**src/rtl/ugemm_rate_pkg.sv**
```systemverilog
// Shared types and helpers for the rate-coded (unary) multiplier blocks.
// Holds the FSM state type, the Sobol trailing-ones helper and window sizing.
package ugemm_rate_pkg;

   typedef enum logic [1:0] {
      IDLE = 2'd0,
      RUN  = 2'd1,
      DONE = 2'd2
   } state_t;

   // Number of consecutive ones starting at bit 0, limited to the low 'width' bits.
   function automatic int trailing_ones(input logic [31:0] v, input int width);
      int   n;
      logic run_flag;
      n        = 0;
      run_flag = 1'b1;
      for (int i = 0; i < 32; i++) begin
         if (i < width && run_flag && v[i]) n++;
         else run_flag = 1'b0;
      end
      return n;
   endfunction

   function automatic int count_width(input int cycle_log);
      return cycle_log + 1;
   endfunction

   function automatic int window_len(input int cycle_log);
      return 1 << cycle_log;
   endfunction

endpackage

```
**src/rtl/sobol_gen.sv**
```systemverilog
// One-dimensional Sobol generator: on each enabled cycle flips bit (WIDTH-1-t) of the
// state, t being the trailing-ones count of the index; synchronous clear restarts it.
module sobol_gen
   import ugemm_rate_pkg::*;
#(
   parameter int WIDTH = 8
) (
   input  logic             clk,
   input  logic             rst_n,
   input  logic             clear,
   input  logic             enable,
   output logic [WIDTH-1:0] sobolSeq
);

   logic [WIDTH-1:0] r_x;
   logic [WIDTH-1:0] r_c;
   logic [WIDTH-1:0] w_mask;
   int               w_t;

   // An all-ones index (t == WIDTH) flips nothing instead of shifting out of range.
   always_comb begin
      w_t    = trailing_ones(32'(r_c), WIDTH);
      w_mask = '0;
      for (int i = 0; i < WIDTH; i++) begin
         if (w_t == i) w_mask[WIDTH-1-i] = 1'b1;
      end
   end

   always_ff @(posedge clk) begin
      if (!rst_n || clear) begin
         r_x <= '0;
         r_c <= '0;
      end else if (enable) begin
         r_x <= r_x ^ w_mask;
         r_c <= r_c + WIDTH'(1);
      end
   end

   assign sobolSeq = r_x;

endmodule

```
**src/rtl/mul_border_lanes.sv**
```systemverilog
// Border multiplier for the rate-coded systolic array: one shared input bitstream,
// LANES weight bitstreams, per-lane product counts over a 2^CYCLE_LOG window.
module mul_border_lanes
   import ugemm_rate_pkg::*;
#(
   parameter int WIDTH     = 8,
   parameter int LANES     = 4,
   parameter int CYCLE_LOG = 8
) (
   input  logic                             clk,
   input  logic                             rst_n,
   input  logic                             i_start,
   input  logic                             i_bipolar,
   input  logic [WIDTH-1:0]                 i_data_i,
   input  logic [LANES*WIDTH-1:0]           i_data_w,
   output logic                             o_busy,
   output logic [WIDTH-1:0]                 o_randW,
   output logic [WIDTH-1:0]                 o_randW_inv,
   output logic                             o_bit_i,
   output logic [LANES-1:0]                 o_bit,
   output logic                             o_valid,
   output logic                             o_done,
   output logic [LANES*(CYCLE_LOG+1)-1:0]   o_count
);

   localparam int CW = count_width(CYCLE_LOG);

   state_t                   r_state;
   logic                     r_bipolar;
   logic [WIDTH-1:0]         r_di;
   logic [LANES*WIDTH-1:0]   r_dw;
   logic [CYCLE_LOG-1:0]     r_phase;
   logic                     r_busy;
   logic                     r_bit_i;
   logic [LANES-1:0]         r_bit;
   logic                     r_valid;
   logic                     r_done;

   logic                     w_accept;
   logic                     w_run;
   logic                     w_last;
   logic [WIDTH-1:0]         w_rand_i;
   logic [WIDTH-1:0]         w_rand_w;
   logic [WIDTH-1:0]         w_rand_winv;
   logic                     w_bit_i;
   logic [LANES-1:0]         w_prod;

   assign w_accept = i_start && (r_state != RUN);
   assign w_run    = (r_state == RUN);
   assign w_last   = w_run && (r_phase == '1);
   assign w_bit_i  = r_di > w_rand_i;

   // The weight generators split the cycles: one steps on input ones, the other on zeros.
   sobol_gen #(.WIDTH(WIDTH)) u_sobol_i (
      .clk      (clk),
      .rst_n    (rst_n),
      .clear    (w_accept),
      .enable   (w_run),
      .sobolSeq (w_rand_i)
   );

   sobol_gen #(.WIDTH(WIDTH)) u_sobol_w (
      .clk      (clk),
      .rst_n    (rst_n),
      .clear    (w_accept),
      .enable   (w_run && w_bit_i),
      .sobolSeq (w_rand_w)
   );

   sobol_gen #(.WIDTH(WIDTH)) u_sobol_winv (
      .clk      (clk),
      .rst_n    (rst_n),
      .clear    (w_accept),
      .enable   (w_run && !w_bit_i),
      .sobolSeq (w_rand_winv)
   );

   generate
      for (genvar gi = 0; gi < LANES; gi++) begin : g_lane
         logic [WIDTH-1:0] w_wt;
         logic             w_bit_w;
         logic             w_bit_winv;
         logic [CW-1:0]    r_cnt;

         assign w_wt       = r_dw[gi*WIDTH +: WIDTH];
         assign w_bit_w    = w_wt > w_rand_w;
         assign w_bit_winv = w_wt <= w_rand_winv;
         assign w_prod[gi] = r_bipolar ? ((w_bit_i & w_bit_w) | (~w_bit_i & w_bit_winv))
                                       : (w_bit_i & w_bit_w);

         always_ff @(posedge clk) begin
            if (!rst_n || w_accept) r_cnt <= '0;
            else if (w_run && w_prod[gi]) r_cnt <= r_cnt + CW'(1);
         end

         assign o_count[gi*CW +: CW] = r_cnt;
      end
   endgenerate

   always_ff @(posedge clk) begin
      if (!rst_n) begin
         r_state   <= IDLE;
         r_bipolar <= 1'b0;
         r_di      <= '0;
         r_dw      <= '0;
         r_phase   <= '0;
         r_busy    <= 1'b0;
         r_bit_i   <= 1'b0;
         r_bit     <= '0;
         r_valid   <= 1'b0;
         r_done    <= 1'b0;
      end else begin
         r_done <= 1'b0;
         unique case (r_state)
            RUN: begin
               r_bit   <= w_prod;
               r_bit_i <= w_bit_i;
               r_valid <= 1'b1;
               r_phase <= r_phase + CYCLE_LOG'(1);
               if (w_last) begin
                  r_state <= DONE;
                  r_busy  <= 1'b0;
                  r_done  <= 1'b1;
               end
            end
            default: begin
               // IDLE and DONE both accept; DONE otherwise falls back to IDLE.
               r_valid <= 1'b0;
               if (w_accept) begin
                  r_state   <= RUN;
                  r_bipolar <= i_bipolar;
                  r_di      <= i_data_i;
                  r_dw      <= i_data_w;
                  r_phase   <= '0;
                  r_busy    <= 1'b1;
               end else begin
                  r_state <= IDLE;
               end
            end
         endcase
      end
   end

   assign o_busy      = r_busy;
   assign o_randW     = w_rand_w;
   assign o_randW_inv = w_rand_winv;
   assign o_bit_i     = r_bit_i;
   assign o_bit       = r_bit;
   assign o_valid     = r_valid;
   assign o_done      = r_done;

endmodule

```
**config.mk**
```make
export PLATFORM = sky130hd
export DESIGN_NAME = mul_border_lanes
export DESIGN_NICKNAME = d
export VERILOG_FILES = /design/src/rtl/ugemm_rate_pkg.sv /design/src/rtl/sobol_gen.sv /design/src/rtl/mul_border_lanes.sv
export SDC_FILE = /design/constraint.sdc
export NUM_CORES = 1
export LEC_CHECK = 0
export CAP_MARGIN = 20
export CORE_ASPECT_RATIO = 1.75
export CORE_MARGIN = 2
export CORE_UTILIZATION = 53
export DETAILED_ROUTE_END_ITERATION = 7
export PLACE_DENSITY = 0.78
export SETUP_SLACK_MARGIN = 0.02
export SYNTH_ARGS = -nofsm -noshare
export SYNTH_HDL_FRONTEND = slang
export SYNTH_HIERARCHICAL = 1
export SYNTH_SLANG_ARGS = --single-unit
export TNS_END_PERCENT = 100
```
**constraint.sdc**
```tcl
create_clock -name clk -period 5 [get_ports clk]
set_input_delay 1 -clock clk [delete_from_list [all_inputs] [get_ports clk]]
set_output_delay 1 -clock clk [all_outputs]
set_load 0.05 [all_outputs]
```
Word-level counts from Yosys, hierarchy flattened
Index checks and enable logic that the tools add are counted.

Bits in registers: 143. Latch bits: 0. Bits in writable memories: 0. ROM bits: 0. Output and inout bits: 60. Word-level logic and storage cells: 222. Memories kept: 0.

$add $sub $neg: 29. Multiply operators: 0. Div/mod/pow operators: 0. Order comparisons: 9. Equality and inequality tests: 25. Shift operators: 0. Mux-type cells: 83. Bitwise logic cells: 17. Reduce and logical (&&, ||, !) cells: 39.

Operator list (number): adder 32 x 2 -> 32 bit (second input constant) (21); two-way mux 32 bit (21); == test 32 x 4 -> 1 bit (second input constant) (12); == test 32 x 3 -> 1 bit (second input constant) (6); == test 32 x 2 -> 1 bit (second input constant) (3); logical NOT 32 bit (3); two-way mux 1 bit (58); > comparator 8 bit (5); adder 9 x 1 -> 9 bit (second input constant) (4); adder 8 x 1 -> 8 bit (second input constant) (4); less-or-equal comparator 8 bit (4); logical AND 1 bit (29); bitwise XOR 8 bit (3); two-way mux 8 bit (2); AND 1 bit (8); == test 8 bit (second input constant) (1); AND reduction 2 bit (3); two-way mux 2 bit (2); inequality test 2 x 1 -> 1 bit (second input constant) (2); bitwise OR 1 bit (4); == test 2 x 1 -> 1 bit (second input constant) (1); logical NOT 1 bit (2); NOT 1 bit (2); nonzero test 2 bit (1); logical OR 1 bit (1).

Longest topological paths before layout
Gate-level depths: netlist (run 1).

Depth in word-level cells: 18. Depth in mapped cells: 24. Gate-level depth less buffers: 23.

Modules after synthesis
Netlist (run 1), hierarchy kept.

Modules (own cells, without submodules): mul_border_lanes (instances 1, cells an instance 649, area an instance 5444.0 µm²); sobol_gen (u_sobol_i) (instances 1, cells an instance 195, area an instance 1595.3 µm²); sobol_gen (u_sobol_w) (instances 1, cells an instance 193, area an instance 1565.3 µm²); sobol_gen (u_sobol_winv) (instances 1, cells an instance 181, area an instance 1514.0 µm²).

Least setup slack after synthesis (run 1)
OpenSTA, ideal clock, no wires.

Path kind: register -> register. Start point: reg u_sobol_w.r_c[0]. End point: reg u_sobol_w.r_x[0], in the netlist u_sobol_w/sobolSeq[0]. Data arrival time: 5.358 ns. Path slack: -0.481 ns. Cell stages (with the launch flop): 22. Path buffers: 1. Period minus slack after synthesis: 5.481 ns. Path through: dfxtp_1 ha_1 buf_1 xnor2_1 ha_1 o21ai_0 a21boi_0 ha_1 mux2_2 ha_1 mux2_2 o21ai_0 a21oi_1 ha_1 mux2_2 ha_1 a21bo_2 a211oi_1 xnor3_1 nor3b_1 a311o_1 a311o_2.

Cells in the longest elaborated chain, start to end: 18. Elaborated cells on any way between the ends: 32.

RTL lines: from (decl) (RTL line sobol_gen.sv:16) `logic [WIDTH-1:0] r_c;`; from (signal assigned) (RTL line sobol_gen.sv:35) `r_c <= r_c + WIDTH'(1);`; two-way mux 1 bit (RTL line ugemm_rate_pkg.sv:18) `if (i < width && run_flag && v[i]) n++;`; adder 32 x 2 -> 32 bit / logical AND 1 bit (equally long branches) (RTL line ugemm_rate_pkg.sv:18); two-way mux 32 bit / two-way mux 1 bit (equally long branches) (RTL line ugemm_rate_pkg.sv:18); adder 32 x 2 -> 32 bit / logical AND 1 bit (equally long branches) (RTL line ugemm_rate_pkg.sv:18); two-way mux 32 bit / two-way mux 1 bit (equally long branches) (RTL line ugemm_rate_pkg.sv:18); adder 32 x 2 -> 32 bit / logical AND 1 bit (equally long branches) (RTL line ugemm_rate_pkg.sv:18); two-way mux 32 bit / two-way mux 1 bit (equally long branches) (RTL line ugemm_rate_pkg.sv:18); adder 32 x 2 -> 32 bit / logical AND 1 bit (equally long branches) (RTL line ugemm_rate_pkg.sv:18); [... 2 more ...]; two-way mux 32 bit / two-way mux 1 bit (equally long branches) (RTL line ugemm_rate_pkg.sv:18); adder 32 x 2 -> 32 bit / logical AND 1 bit (equally long branches) (RTL line ugemm_rate_pkg.sv:18); two-way mux 32 bit / two-way mux 1 bit (equally long branches) (RTL line ugemm_rate_pkg.sv:18); adder 32 x 2 -> 32 bit / logical AND 1 bit (equally long branches) (RTL line ugemm_rate_pkg.sv:18); two-way mux 32 bit * (RTL line ugemm_rate_pkg.sv:18); == test 32 x 4 -> 1 bit * (RTL line sobol_gen.sv:25) `if (w_t == i) w_mask[WIDTH-1-i] = 1'b1;`; two-way mux 1 bit * (RTL line sobol_gen.sv:25); bitwise XOR 8 bit * (RTL line sobol_gen.sv:34) `r_x <= r_x ^ w_mask;`; to (signal assigned) (RTL line sobol_gen.sv:34); to (decl) (RTL line sobol_gen.sv:15) `logic [WIDTH-1:0] r_x;`.

Mark *: on every way between the ends. The rest lies on a longest branch, timed or not. A chain may end at the register's enable or synchronous reset.

Worst setup path after layout (run 1)
Start point: reg u_sobol_w.r_c[2]. End point: reg u_sobol_w.r_x[0], in the netlist u_sobol_w/sobolSeq[0].

Cells in the longest elaborated chain, start to end: 15. Elaborated cells on any way between the ends: 25.

RTL lines (RTL line): logical AND 1 bit * (ugemm_rate_pkg.sv:18); two-way mux 32 bit / two-way mux 1 bit (equally long branches) (ugemm_rate_pkg.sv:18); adder 32 x 2 -> 32 bit / logical AND 1 bit (equally long branches) (ugemm_rate_pkg.sv:18); two-way mux 32 bit / two-way mux 1 bit (equally long branches) (ugemm_rate_pkg.sv:18); adder 32 x 2 -> 32 bit / logical AND 1 bit (equally long branches) (ugemm_rate_pkg.sv:18); two-way mux 32 bit / two-way mux 1 bit (equally long branches) (ugemm_rate_pkg.sv:18); adder 32 x 2 -> 32 bit / logical AND 1 bit (equally long branches) (ugemm_rate_pkg.sv:18); two-way mux 32 bit / two-way mux 1 bit (equally long branches) (ugemm_rate_pkg.sv:18); adder 32 x 2 -> 32 bit / logical AND 1 bit (equally long branches) (ugemm_rate_pkg.sv:18); two-way mux 32 bit / two-way mux 1 bit (equally long branches) (ugemm_rate_pkg.sv:18); adder 32 x 2 -> 32 bit / logical AND 1 bit (equally long branches) (ugemm_rate_pkg.sv:18); two-way mux 32 bit * (ugemm_rate_pkg.sv:18); == test 32 x 4 -> 1 bit * (sobol_gen.sv:25); two-way mux 1 bit * (sobol_gen.sv:25); bitwise XOR 8 bit * (sobol_gen.sv:34).

Marks and branches as above.

==> results.txt, run 1 <==
The core region is 18660 sq um. The number of setup violations in the final report came out at 4. The slew at the pin with the worst max-slew slack is 0.9698 ns. The sequential share of the synthesized area is 28.29%. Counting flops with a built-in enable in the synthesized netlist gives 0.

The post-detailed-routing wire length is 27570 microns. Setup repair after global routing could not meet its margin everywhere. The average instance area after synthesis came out at 8.307 sq um. For this run, the top clock speed supported by timing is 198.4 MHz. In the final routed layout, each cell accounts on average for 17.17 microns.

The clock transition at the register clock pins on the worst setup and hold paths after CTS came out at 0.07 ns. The post-DP HPWL is 19890 microns. CTS placed an instance of sky130_fd_sc_hd__clkbuf_16 at the clock tree root. The post-place instance area is 11600 sq um. The first global-routing pass estimated 44180 microns of wire. The post-route core utilization came out at 68.19%.

The width of the die is 108.5 microns. The clock skew after layout is 0.01651 ns. The leakage power came out at 4.912 nW. The count of buffers from port buffering is 103.

The cell area that synthesis handed to floorplanning was 10120 sq um. After layout, the minimum clock period comes to 5.040 ns. The signal on the critical path passes through nand2_4 > xnor2_2 > ha_1 > o21ai_1 > a21boi_1 > ha_1 > mux2_4 > ha_4 > mux2_2 > o21ai_2 > a21oi_2 > ha_1 > mux2_4 > ha_4 > a21bo_2 > a211oi_2 > xnor3_2 > nor3b_4 > a311o_1 > a311o_2. The master of the slowest instance on the critical path is sky130_fd_sc_hd__dfxtp_1. The worst path required time came out at 5.33 ns. The final worst-path cycle share is 100.8%.

Global routing used 26.90% of the available tracks. The final route contains 9651 vias. The worst pin sits at a relative slew slack of 35.21%.

The count of cells along the worst register-to-register path came out at 20. The placer's final routability congestion estimate is 0.9449. The library cell occupying the most area in the post-synthesis netlist is sky130_fd_sc_hd__dfxtp_1.

The proportion of register bits with asynchronous set or reset after synthesis is 0%. TritonCTS built the clock tree. The cell count after synthesis came out at 1218. The number of buffers on the longest clock path is 2. The warning count from the yosys run is 6.

The final number of max-transition violations is 0. Counting instances, the worst hold path has a depth of 2. Counting stages on the worst path, the most repeated cell is sky130_fd_sc_hd__ha_1. Fill cells in the final layout number 1484.

The number of nets in the final layout came out at 1499. The number of violations of the max-capacitance limit came out at 0. Synthesis produced a netlist with a net count of 1363. The number of storage elements in the synthesis netlist came out at 143. The count of routing violations after the opening detailed-route iteration came out at 517. The areal power density over the cells came out at 244.2 nW/um^2. The startpoint type of the worst setup path is a register.

The via density per instance came out at 6.013. The most frequently used cell type in the post-synthesis netlist is sky130_fd_sc_hd__nand2_1. In the routed design, unresolved DRC markers number 0.

The number of I/O pins is 104. Once routing completed, OpenROAD measured the worst setup slack at -0.03975 ns. The number of library cell types mapped by synthesis came out at 105. The setup TNS is -0.09722 ns. The min-delay analysis places its worst path in the category register to register.

The pin count of the biggest net entering global routing is 50. By startpoint and endpoint, the worst setup path is classified as register to register. The via count of the first global-routing pass came out at 9569.

The number of sinks driven by the clock tree came out at 143. Once detail routing completed, the nets flagged for antenna violations numbered 0. The number of buffers inserted during clock tree synthesis came out at 17. OpenSTA, run right after detailed placement, puts the worst setup slack at -0.1593 ns. The number of optimization iterations in the first detailed-route pass is 6. The final reports fail on negative setup slack. Row generation in the floorplan step produced 66 rows. The post-layout instance area came out at 12730 sq um. The number of antenna violations at the first check in global routing is 0. The area enclosed by the die boundary is 20260 sq um. The largest fanout on the critical path is 6. The run finished, with violations left. Summed over all layers, the global routing overflow is 0.

Compared with the post-synthesis result, the final layout area differs by 25.77%. The share of cells above drive strength 1 is 16.24%. Sorting the synthesized cells by how often they occur yields sky130_fd_sc_hd__nand2_1, sky130_fd_sc_hd__dfxtp_1, sky130_fd_sc_hd__ha_1. For the worst setup path, the data arrival time is 5.37 ns. The maximum vdd ir drop came out at 0.2474 mV.

The count of endpoints failing hold in the final timing report came out at 0. After synthesis, the cell types taking the most area are sky130_fd_sc_hd__dfxtp_1, sky130_fd_sc_hd__ha_1, sky130_fd_sc_hd__nand2_1. In this run the vertical extent of the chip is 186.8 microns.

The number of antenna diodes came out at 0. The fraction of post-synthesis cell area in the top cell type by area is 28.29%. The leading register cell type out of synthesis is sky130_fd_sc_hd__dfxtp_1. The number of H-tree branching levels came out at 4. The delay of the slowest cell on the worst path is 0.54 ns. The tightest hold path in the finished design has a slack of 0.4674 ns. The nature of the critical path endpoint is a register. The starting density of the core came out at 54.22%. The later-pin clock latency in the skew report is 0.44 ns.
==> cells by family after synthesis <==
family | Yosys count | synth area share, %
simple gates | 492 | 25.92
fa+ha+maj | 102 | 12.59
buf+inv | 105 | 4.662
mux | 29 | 3.079
compound gates | 288 | 19.85
flops | 143 | 28.29
xor+xnor | 59 | 5.614
==> registers in the layout, summed over array words and instances (netlist names) <==
signal,count
g_lane.r_cnt,36
u_sobol_i/r_c,8
u_sobol_i/sobolSeq,8
r_di,8
o_busy,1
o_valid,1
r_phase,8
u_sobol_winv/r_c,8
r_bipolar,1
u_sobol_w/sobolSeq,8
u_sobol_w/r_c,8
o_bit,4
o_done,1
u_sobol_winv/sobolSeq,8
o_bit_i,1
r_state,2
r_dw,32
==> cell usage in the layout (no fill, tap or decap), drive strengths merged, types with 4 or more instances in the layout <==
cell type	instances
a211oi	10
a21boi	60
a21o	10
a21oi	79
a311o	5
a31oi	4
and2	20
and3	10
and4	11
buf	65
clkbuf	17
clkdlybuf4s50	102
clkinv	4
dfxtp	143
ha	101
inv	63
mux2	14
mux2i	15
nand2	164
nand2b	14
nand3	39
nand3b	5
nand4	40
nor2	80
nor2b	11
nor3	19
nor3b	6
nor4	10
o2111ai	5
o211ai	12
o21a	5
o21ai	45
o311ai	4
o31ai	12
o32ai	4
or3	31
or4	14
xnor2	25
xor2	33
==> final cells by class <==
| class | instances | area (sq um) | share of cell area, % |
|---|---|---|---|
| multi-input combinational | 970 | 7192 | 56.51 |
| clock buffer | 17 | 425.4 | 3.343 |
| clock inverter | 15 | 214.0 | 1.681 |
| sequential | 143 | 2884 | 22.66 |
| timing repair buffer | 167 | 1506 | 11.84 |
| tap | 238 | 297.8 | 2.340 |
| inverter | 55 | 206.4 | 1.622 |
==> final timing paths <==
path,startpoint,to,slack [ns]
hold / removal,r_dw[0],r_dw[0],0.47
setup reg to reg,u_sobol_w/r_c[2],u_sobol_w/sobolSeq[0],-0.04
hold reg to reg,r_dw[0],r_dw[0],0.47
setup / recovery,u_sobol_w/r_c[2],u_sobol_w/sobolSeq[0],-0.04
==> power by group <==
group | total [mW] | leakage [nW] | internal [mW] | switching [mW]
sequential | 1.21 | 1.16 | 1.17 | 0.0349
clock | 1.40 | 0.317 | 0.815 | 0.581
combinational | 0.505 | 3.43 | 0.216 | 0.289
total | 3.11 | 4.91 | 2.20 | 0.905
==> repair_timing <==
item | 4_1_cts | 5_1_grt
setup buffers | 7 | 10
resized for setup | 18 | 59
hold buffers | 0 | 0
endpoints found under the setup margin | 13 | 23
pin swaps | 15 | 31
==> metrics by stage <==
stage                     cells  power, mW
after global placement     1556      1.683
after floorplan            1218      1.547
after CTS                  1595      3.094
after detailed placement   1556      1.696
after global routing       1605      3.237
final                      1605      3.108
==> critical path, delay by kind of cell, from the launching register on <==
kind	cells	cell delay, ns
mux	3	0.85
simple gates	2	0.29
fa+ha+maj	5	1.33
compound gates	8	1.48
xor+xnor	2	0.48
flops	1	0.54
==> routing by layer <==
layer	vias to the layer above	global-route usage, %	wire length, microns	part of all wire (%)
met4	0	15.68	1309	4.7
met2	253	50.12	14890	54
met1	4615	26.89	10240	37
li1	4698	-	-	-
met3	85	4.785	1122	4.1
met5	-	0	0	0
No activity file was read; power rests on OpenSTA's default activity.
==> run 2: changes to the inputs <==
--- a/config.mk
+++ b/config.mk
@@ -8,9 +8,9 @@
 export CAP_MARGIN = 20
 export CORE_ASPECT_RATIO = 1.75
 export CORE_MARGIN = 2
-export CORE_UTILIZATION = 53
+export CORE_UTILIZATION = 63
 export DETAILED_ROUTE_END_ITERATION = 7
-export PLACE_DENSITY = 0.78
+export PLACE_DENSITY = 0.87
 export SETUP_SLACK_MARGIN = 0.02
 export SYNTH_ARGS = -nofsm -noshare
 export SYNTH_HDL_FRONTEND = slang
==> constraint.sdc (replaced) <==
create_clock -name clk -period 6.49 [get_ports clk]
set_input_delay 1.298 -clock clk [delete_from_list [all_inputs] [get_ports clk]]
set_output_delay 1.298 -clock clk [all_outputs]
set_load 0.05 [all_outputs]
==> results.txt, run 2 (synthesized netlist as in run 1, its figures left out) <==
The run finished with clean final reports. The largest fanout on the critical path came out at 9. The final antenna-violating net count is 0. The total number of vias is 9493. The worst path uses 91.46% of the clock period. The via density per instance came out at 6.341.

The number of antenna diodes is 0. The classification of the worst setup path is register to register. The signal on the critical path passes through ha_1 > nand2_1 > xnor2_1 > ha_1 > o21ai_0 > a21boi_0 > ha_1 > mux2_2 > ha_1 > mux2_2 > o21ai_0 > a21oi_1 > ha_1 > mux2_2 > ha_1 > a21bo_2 > a211oi_1 > xnor3_1 > a31oi_1 > o211ai_1 > or3_1 > a21oi_1. The clock tree synthesis step divided the H-tree into 4 levels.

The number of buffers inserted during clock tree synthesis is 17. The count of cells along the worst register-to-register path came out at 22. The startpoint type of the worst setup path is a register. The width of the die is 99.80 microns.

The post-detailed-routing wire length is 26280 microns. STA classifies the critical path endpoint as a register. Leaving out fill and tap cells, the most frequent cell in the layout is sky130_fd_sc_hd__nand2_1. The number of antenna violations at the first check in global routing is 0. The timing endpoint of the critical path is u_sobol_w/sobolSeq[6].

The hold-fix buffer count after cts came out at 0. The area enclosed by the die boundary came out at 17130 sq um. The slack of the worst reg-to-reg path is 0.55 ns. Relative to the synthesized area, the layout overhead comes to 16.29%. The fill cell total of the finished layout is 1177.

The starting density of the core is 64.05%. In the layout the commonest cells are sky130_fd_sc_hd__nand2_1, sky130_fd_sc_hd__dfxtp_1, sky130_fd_sc_hd__clkdlybuf4s50_1. The fmax came out at 168.5 MHz. The remaining global-route overflow is 0. The terminus of the critical flop-to-flop path is u_sobol_w/sobolSeq[6]. The worst slew margin relative to its limit came out at 27.63%. The worst path required time is 6.83 ns. The shortest period the worst path allows is 5.936 ns. The post-route worst setup slack came out at 0.5540 ns.

The post-layout instance area came out at 11770 sq um. The master of the slowest instance on the critical path is sky130_fd_sc_hd__dfxtp_1. In this design, the critical path's most frequently occurring cell is sky130_fd_sc_hd__ha_1. Summing all multi-input logic gate instances after layout gives 6784 sq um. The share of cells above drive strength 1 came out at 7.722%. The buffer count from post-CTS setup fixing is 0. Cells fill 74.48% of the core in the end. The areal power density over the cells is 196.6 nW/um^2. The final number of max-transition violations came to 0. More flip-flops sit in one register than any other, and that register is g_lane.r_cnt. The number of cells upsized or downsized after cts came out at 0. The number of I/O pins is 104. TritonCTS built the clock tree.

The number of violations of the max-capacitance limit came out at 0. The count of routing violations after the opening detailed-route iteration came out at 496. The floorplan has 61 rows. The height of the chip came out at 171.7 microns.

Clock tree synthesis found a total of 143 sinks. The register with the most flip-flops in the layout has 36 of them. The slew at the pin with the worst max-slew slack came out at 1.078 ns.

The number of setup violations in the final report is 0. The worst register-to-register path begins at u_sobol_w/r_c[0]. The number of buffers on the longest clock path is 2.

The setup TNS is 0 ns. Across every metal layer, demand over resource in global routing totals 31.19%. The count of endpoints failing hold in the final timing report came out at 0. IR analysis of the VDD net gives a maximum drop of 0.2774 mV.

The clock reaches the later pin of the worst-skew pair after 0.43 ns. Setup repair after global routing left no endpoint under its margin. The post-DP HPWL is 18930 microns. The leakage power came out at 4.515 nW.

The design draws 2.313 mW. The number of nets in the final layout is 1440. The first global-routing pass estimated 43490 microns of wire. The library cell used as clock root buffer is sky130_fd_sc_hd__clkbuf_16. The via count of the first global-routing pass came out at 9336. The largest registers in the layout are g_lane.r_cnt: 36 flops, r_dw: 32 flops.

Across the routed clock network, the largest skew measured is 0.01222 ns. The residual DRC count is 0. The largest single stage delay on the critical path is 0.48 ns. The core area came out at 15800 sq um.

The pin count of the biggest net entering global routing came out at 68. In the final routed layout, each cell accounts on average for 17.55 microns. The first TritonRoute pass finished after 6 iterations. Prior to clock tree synthesis, the placed netlist has a worst setup slack of 0.6066 ns. In this run the worst hold path is classified as register to register. Registers take 2863 sq um.

The placer's final routability congestion estimate came out at 0.8914. The data arrival time at the worst-slack endpoint came out at 6.28 ns. The post-place instance area is 11150 sq um.

The clock transition at the register clock pins on the worst setup and hold paths after CTS came out at 0.07 ns. The launch point of the worst path is u_sobol_w/r_c[0]. The count of buffers from port buffering came out at 103.
[run 2: metal layers]
| layer | wire length (microns) | vias up | track usage, % |
|---|---|---|---|
| met5 | 0 | - | 0 |
| met4 | 1312 | 0 | 17.87 |
| met3 | 1280 | 109 | 5.811 |
| met2 | 13960 | 300 | 58.61 |
| met1 | 9729 | 4489 | 31.59 |
| li1 | - | 4595 | - |
[run 2: cell type report]
class                   count  share of cell area (%)
flip-flops and latches    143                   24.33
repair buffers            108                   9.039
clock buffers              17                   3.615
inverters                  55                   1.755
multi-input cells         970                   57.66
well taps                 189                   2.010
clock inverters            15                   1.595
[run 2: worst max-delay path: cells and delay by family (launching register included)]
kind                       cells  cell delay (ns)
adders and majority gates      6             1.83
AOI/OAI and AO/OA              9             1.58
muxes                          3             0.81
xor gates and xnor gates       2             0.58
and+or+nand+nor                2             0.58
DFF                            1             0.48
[run 2: worst min-delay path by stage]
stage / startpoint / end / cells after the start
2_1_floorplan: u_sobol_i/sobolSeq[5] / u_sobol_i/sobolSeq[5] / 2
3_3_place_gp: o_bit[1] / o_bit[1] / 2
3_5_place_dp: r_dw[16] / r_dw[16] / 2
4_1_cts: r_dw[16] / r_dw[16] / 2
5_1_grt: r_dw[16] / r_dw[16] / 2
6_report: r_dw[16] / r_dw[16] / 2
[run 2: report_power, final]
| part | internal (mW) | switching [mW] |
|---|---|---|
| clock network | 0.589 | 0.442 |
| registers | 0.904 | 0.0269 |
| logic | 0.143 | 0.209 |
[run 2: stage by stage]
step           hold WS (ns)  cells
5_1_grt              0.4851   1497
6_report             0.4679   1497
2_1_floorplan        0.4427   1218
3_3_place_gp         0.4490   1465
3_5_place_dp         0.4596   1465
4_1_cts              0.4685   1497
==> run 3: changes to the inputs <==
--- a/config.mk
+++ b/config.mk
@@ -11,6 +11,7 @@
 export CORE_UTILIZATION = 63
 export DETAILED_ROUTE_END_ITERATION = 7
 export PLACE_DENSITY = 0.87
+export REMOVE_ABC_BUFFERS = 1
 export SETUP_SLACK_MARGIN = 0.02
 export SYNTH_ARGS = -nofsm -noshare
 export SYNTH_HDL_FRONTEND = slang
==> constraint.sdc (replaced) <==
create_clock -name clk -period 6.49 [get_ports clk]
set_input_delay 0.649 -clock clk [delete_from_list [all_inputs] [get_ports clk]]
set_output_delay 0.649 -clock clk [all_outputs]
set_load 0.05 [all_outputs]
==> results.txt, run 3 (synthesized netlist as in run 1, its figures left out) <==
The worst setup path is of the register to register kind. In the routed design, unresolved DRC markers number 0. Derived from the worst setup path, the maximum achievable clock frequency is 168.5 MHz. The final number of max-transition violations came out at 0.

The worst slew margin relative to its limit came out at 42.38%. Relative to the synthesized area, the layout overhead comes to 15.96%. The tightest min-delay check is of the register to register type. The fill cell total of the finished layout is 1187. The worst reg2reg path startpoint is u_sobol_w/r_c[0]. The register with the most flip-flops in the layout has 36 of them. Across the run, the number of max-cap violations was 0.

The number of sinks driven by the clock tree came out at 143. After clock tree synthesis, the clock-pin slew on the worst setup and hold paths is 0.06 ns. The number of antenna violations at the first check in global routing came out at 0. The worst setup path is captured at a register. Buffers placed on the I/O ports in this run total 103. In the final timing run, aggregate negative setup slack is 0 ns. The count of routing violations after the opening detailed-route iteration came out at 471. Clock latency on the worst-skew pair, taken at its later pin, is 0.43 ns.

The number of antenna diodes is 0. The launch point of the worst path is u_sobol_w/r_c[0]. The core region is 15800 sq um.

The areal power density over the cells is 187.0 nW/um^2. The number of I/O pins came out at 104. The met3 wire length came out at 972 microns. The pin count of the biggest net entering global routing is 68. The count of standard-cell rows came out at 61. The topmost layer with routed signal wires is met4.

Across the VDD grid, the largest voltage drop is 0.1850 mV. The startpoint type of the worst setup path is a register. The slew at the pin with the worst max-slew slack came out at 0.8625 ns. The placer's final routability congestion estimate came out at 0.9293.

The post-detailed-routing wire length came out at 25730 microns. The share of cells above drive strength 1 is 7.786%. The tree is rooted in a sky130_fd_sc_hd__clkbuf_16. Clock tree synthesis inserted a total of 17 buffers. For this run, the share of the core covered by cells in the final layout is 74.27%. The number of setup violations in the final report came out at 0. The total number of vias came out at 9462. The post-DP HPWL is 18990 microns. The worst path required time is 6.85 ns.

The aggregate global-route resource usage is 30.17%. The library cells used most frequently in the layout, excluding fill and tap cells, are sky130_fd_sc_hd__nand2_1, sky130_fd_sc_hd__dfxtp_1, sky130_fd_sc_hd__clkdlybuf4s50_1. The largest registers in the layout are g_lane.r_cnt: 36 flops, r_dw: 32 flops. The post-placement setup slack came out at 0.6243 ns. The analysis attributes to cell leakage a power of 4.495 nW. The remaining global-route overflow came out at 0. The first global-routing pass estimated 41900 microns of wire. The run finished with clean final reports. Once detail routing completed, the nets flagged for antenna violations numbered 0.

The placed instances occupy a cell area of 11160 sq um. The post-layout instance area is 11730 sq um. The clock skew after layout came out at 0.01145 ns. The clock passes through at most 2 buffers. The largest fanout on the critical path is 9.

The number of nets in the final layout is 1442. The starting density of the core came out at 64.05%. The post-route worst setup slack came out at 0.5569 ns.

The final worst-path cycle share is 91.42%. The startpoint identified for the worst hold timing path is r_di[0]. The total met2 wirelength after detailed routing came out at 13880 microns. The count of endpoints failing hold in the final timing report is 0. The area enclosed by the die boundary came out at 17130 sq um. The library cell used most frequently in the layout, excluding fill and tap cells, is sky130_fd_sc_hd__nand2_1. Setup repair after global routing left no endpoint under its margin. The width of the die is 99.80 microns. Before antenna repair, the detailed router went through 5 iterations. The TritonCTS clock tree is built. The hold-fix buffer count after cts came out at 0. The via density per instance is 6.312.

The height of the chip came out at 171.7 microns. CTS built an H-tree with a depth of 4. The routed length per instance came out at 17.17 microns.

After layout, the minimum clock period comes to 5.933 ns. Ranked by flip-flop count, first place goes to g_lane.r_cnt. The buffer count from post-CTS setup fixing is 0.

The data arrival time at the worst-slack endpoint is 6.29 ns. The via count of the first global-routing pass came out at 9159. The post-route met1 wirelength came out at 9619 microns. The number of cells upsized or downsized after cts is 0.
==> run 3: cell types whose count changed in the layout (fill, tap and decap cells not counted) <==
| cell | change |
|---|---|
| sky130_fd_sc_hd__buf_16 | +1 |
| sky130_fd_sc_hd__clkinv_4 | +2 |
| sky130_fd_sc_hd__clkbuf_1 | +1 |
| sky130_fd_sc_hd__clkinvlp_4 | +2 |
| sky130_fd_sc_hd__inv_8 | -6 |
| sky130_fd_sc_hd__bufinv_16 | -2 |
| sky130_fd_sc_hd__buf_4 | +1 |
| sky130_fd_sc_hd__clkbuf_8 | +1 |
| sky130_fd_sc_hd__clkinv_2 | +2 |
==> run 3: critical path, stage by stage, from the launching register on <==
cell,delay [ns]
sky130_fd_sc_hd__dfxtp_1,0.47
sky130_fd_sc_hd__ha_1,0.35
sky130_fd_sc_hd__nand2_1,0.21
sky130_fd_sc_hd__xnor2_1,0.19
sky130_fd_sc_hd__ha_1,0.33
sky130_fd_sc_hd__o21ai_0,0.07
sky130_fd_sc_hd__a21boi_0,0.24
sky130_fd_sc_hd__ha_1,0.30
sky130_fd_sc_hd__mux2_2,0.28
sky130_fd_sc_hd__ha_1,0.29
sky130_fd_sc_hd__mux2_2,0.27
sky130_fd_sc_hd__o21ai_0,0.14
sky130_fd_sc_hd__a21oi_1,0.10
sky130_fd_sc_hd__ha_1,0.34
sky130_fd_sc_hd__mux2_2,0.27
sky130_fd_sc_hd__ha_1,0.22
sky130_fd_sc_hd__a21bo_2,0.22
sky130_fd_sc_hd__a211oi_1,0.21
sky130_fd_sc_hd__xnor3_1,0.40
sky130_fd_sc_hd__a31oi_1,0.27
sky130_fd_sc_hd__o211ai_1,0.18
sky130_fd_sc_hd__or3_1,0.38
sky130_fd_sc_hd__a21oi_1,0.14
==> run 3: through the flow <==
step	hold slack [ns]	power [mW]	cells
3_5_place_dp	0.4606	1.295	1466
6_report	0.4676	2.194	1499
5_1_grt	0.4922	2.274	1499
2_1_floorplan	0.4427	1.176	1168
4_1_cts	0.4692	2.199	1498
3_3_place_gp	0.4509	1.284	1466
==> run 3: area by class of cell <==
type,instances,area (sq um),area share [%]
Multi-Input combinational cell,970,6784,57.82
Sequential cell,143,2863,24.40
Timing Repair Buffer,110,1099,9.362
Clock buffer,19,442.9,3.775
Tap cell,189,236.5,2.015
Inverter,55,206.4,1.759
Clock inverter,13,102.6,0.8744
==> run 3: path summary, 6_finish.rpt <==
kind / end / slack [ns] / cells after the start
setup / recovery: u_sobol_w/sobolSeq[6] / 0.56 / 22
hold / removal: r_di[0] / 0.47 / 2
setup reg to reg: u_sobol_w/sobolSeq[6] / 0.56 / 22
hold reg to reg: r_di[0] / 0.47 / 2
==> run 3: per-layer routing <==
layer | vias to the layer above | GRT usage (%)
li1 | 4601 | -
met1 | 4502 | 30.61
met2 | 257 | 57.37
met3 | 102 | 4.714
met4 | 0 | 17.09
met5 | - | 0
==> run 3: report_power, final <==
| part | internal, mW | leakage [nW] | total, mW | switching [mW] |
|---|---|---|---|---|
| clock network | 0.504 | 0.261 | 0.908 | 0.405 |
| logic | 0.145 | 3.07 | 0.354 | 0.209 |
| registers | 0.904 | 1.16 | 0.932 | 0.0275 |
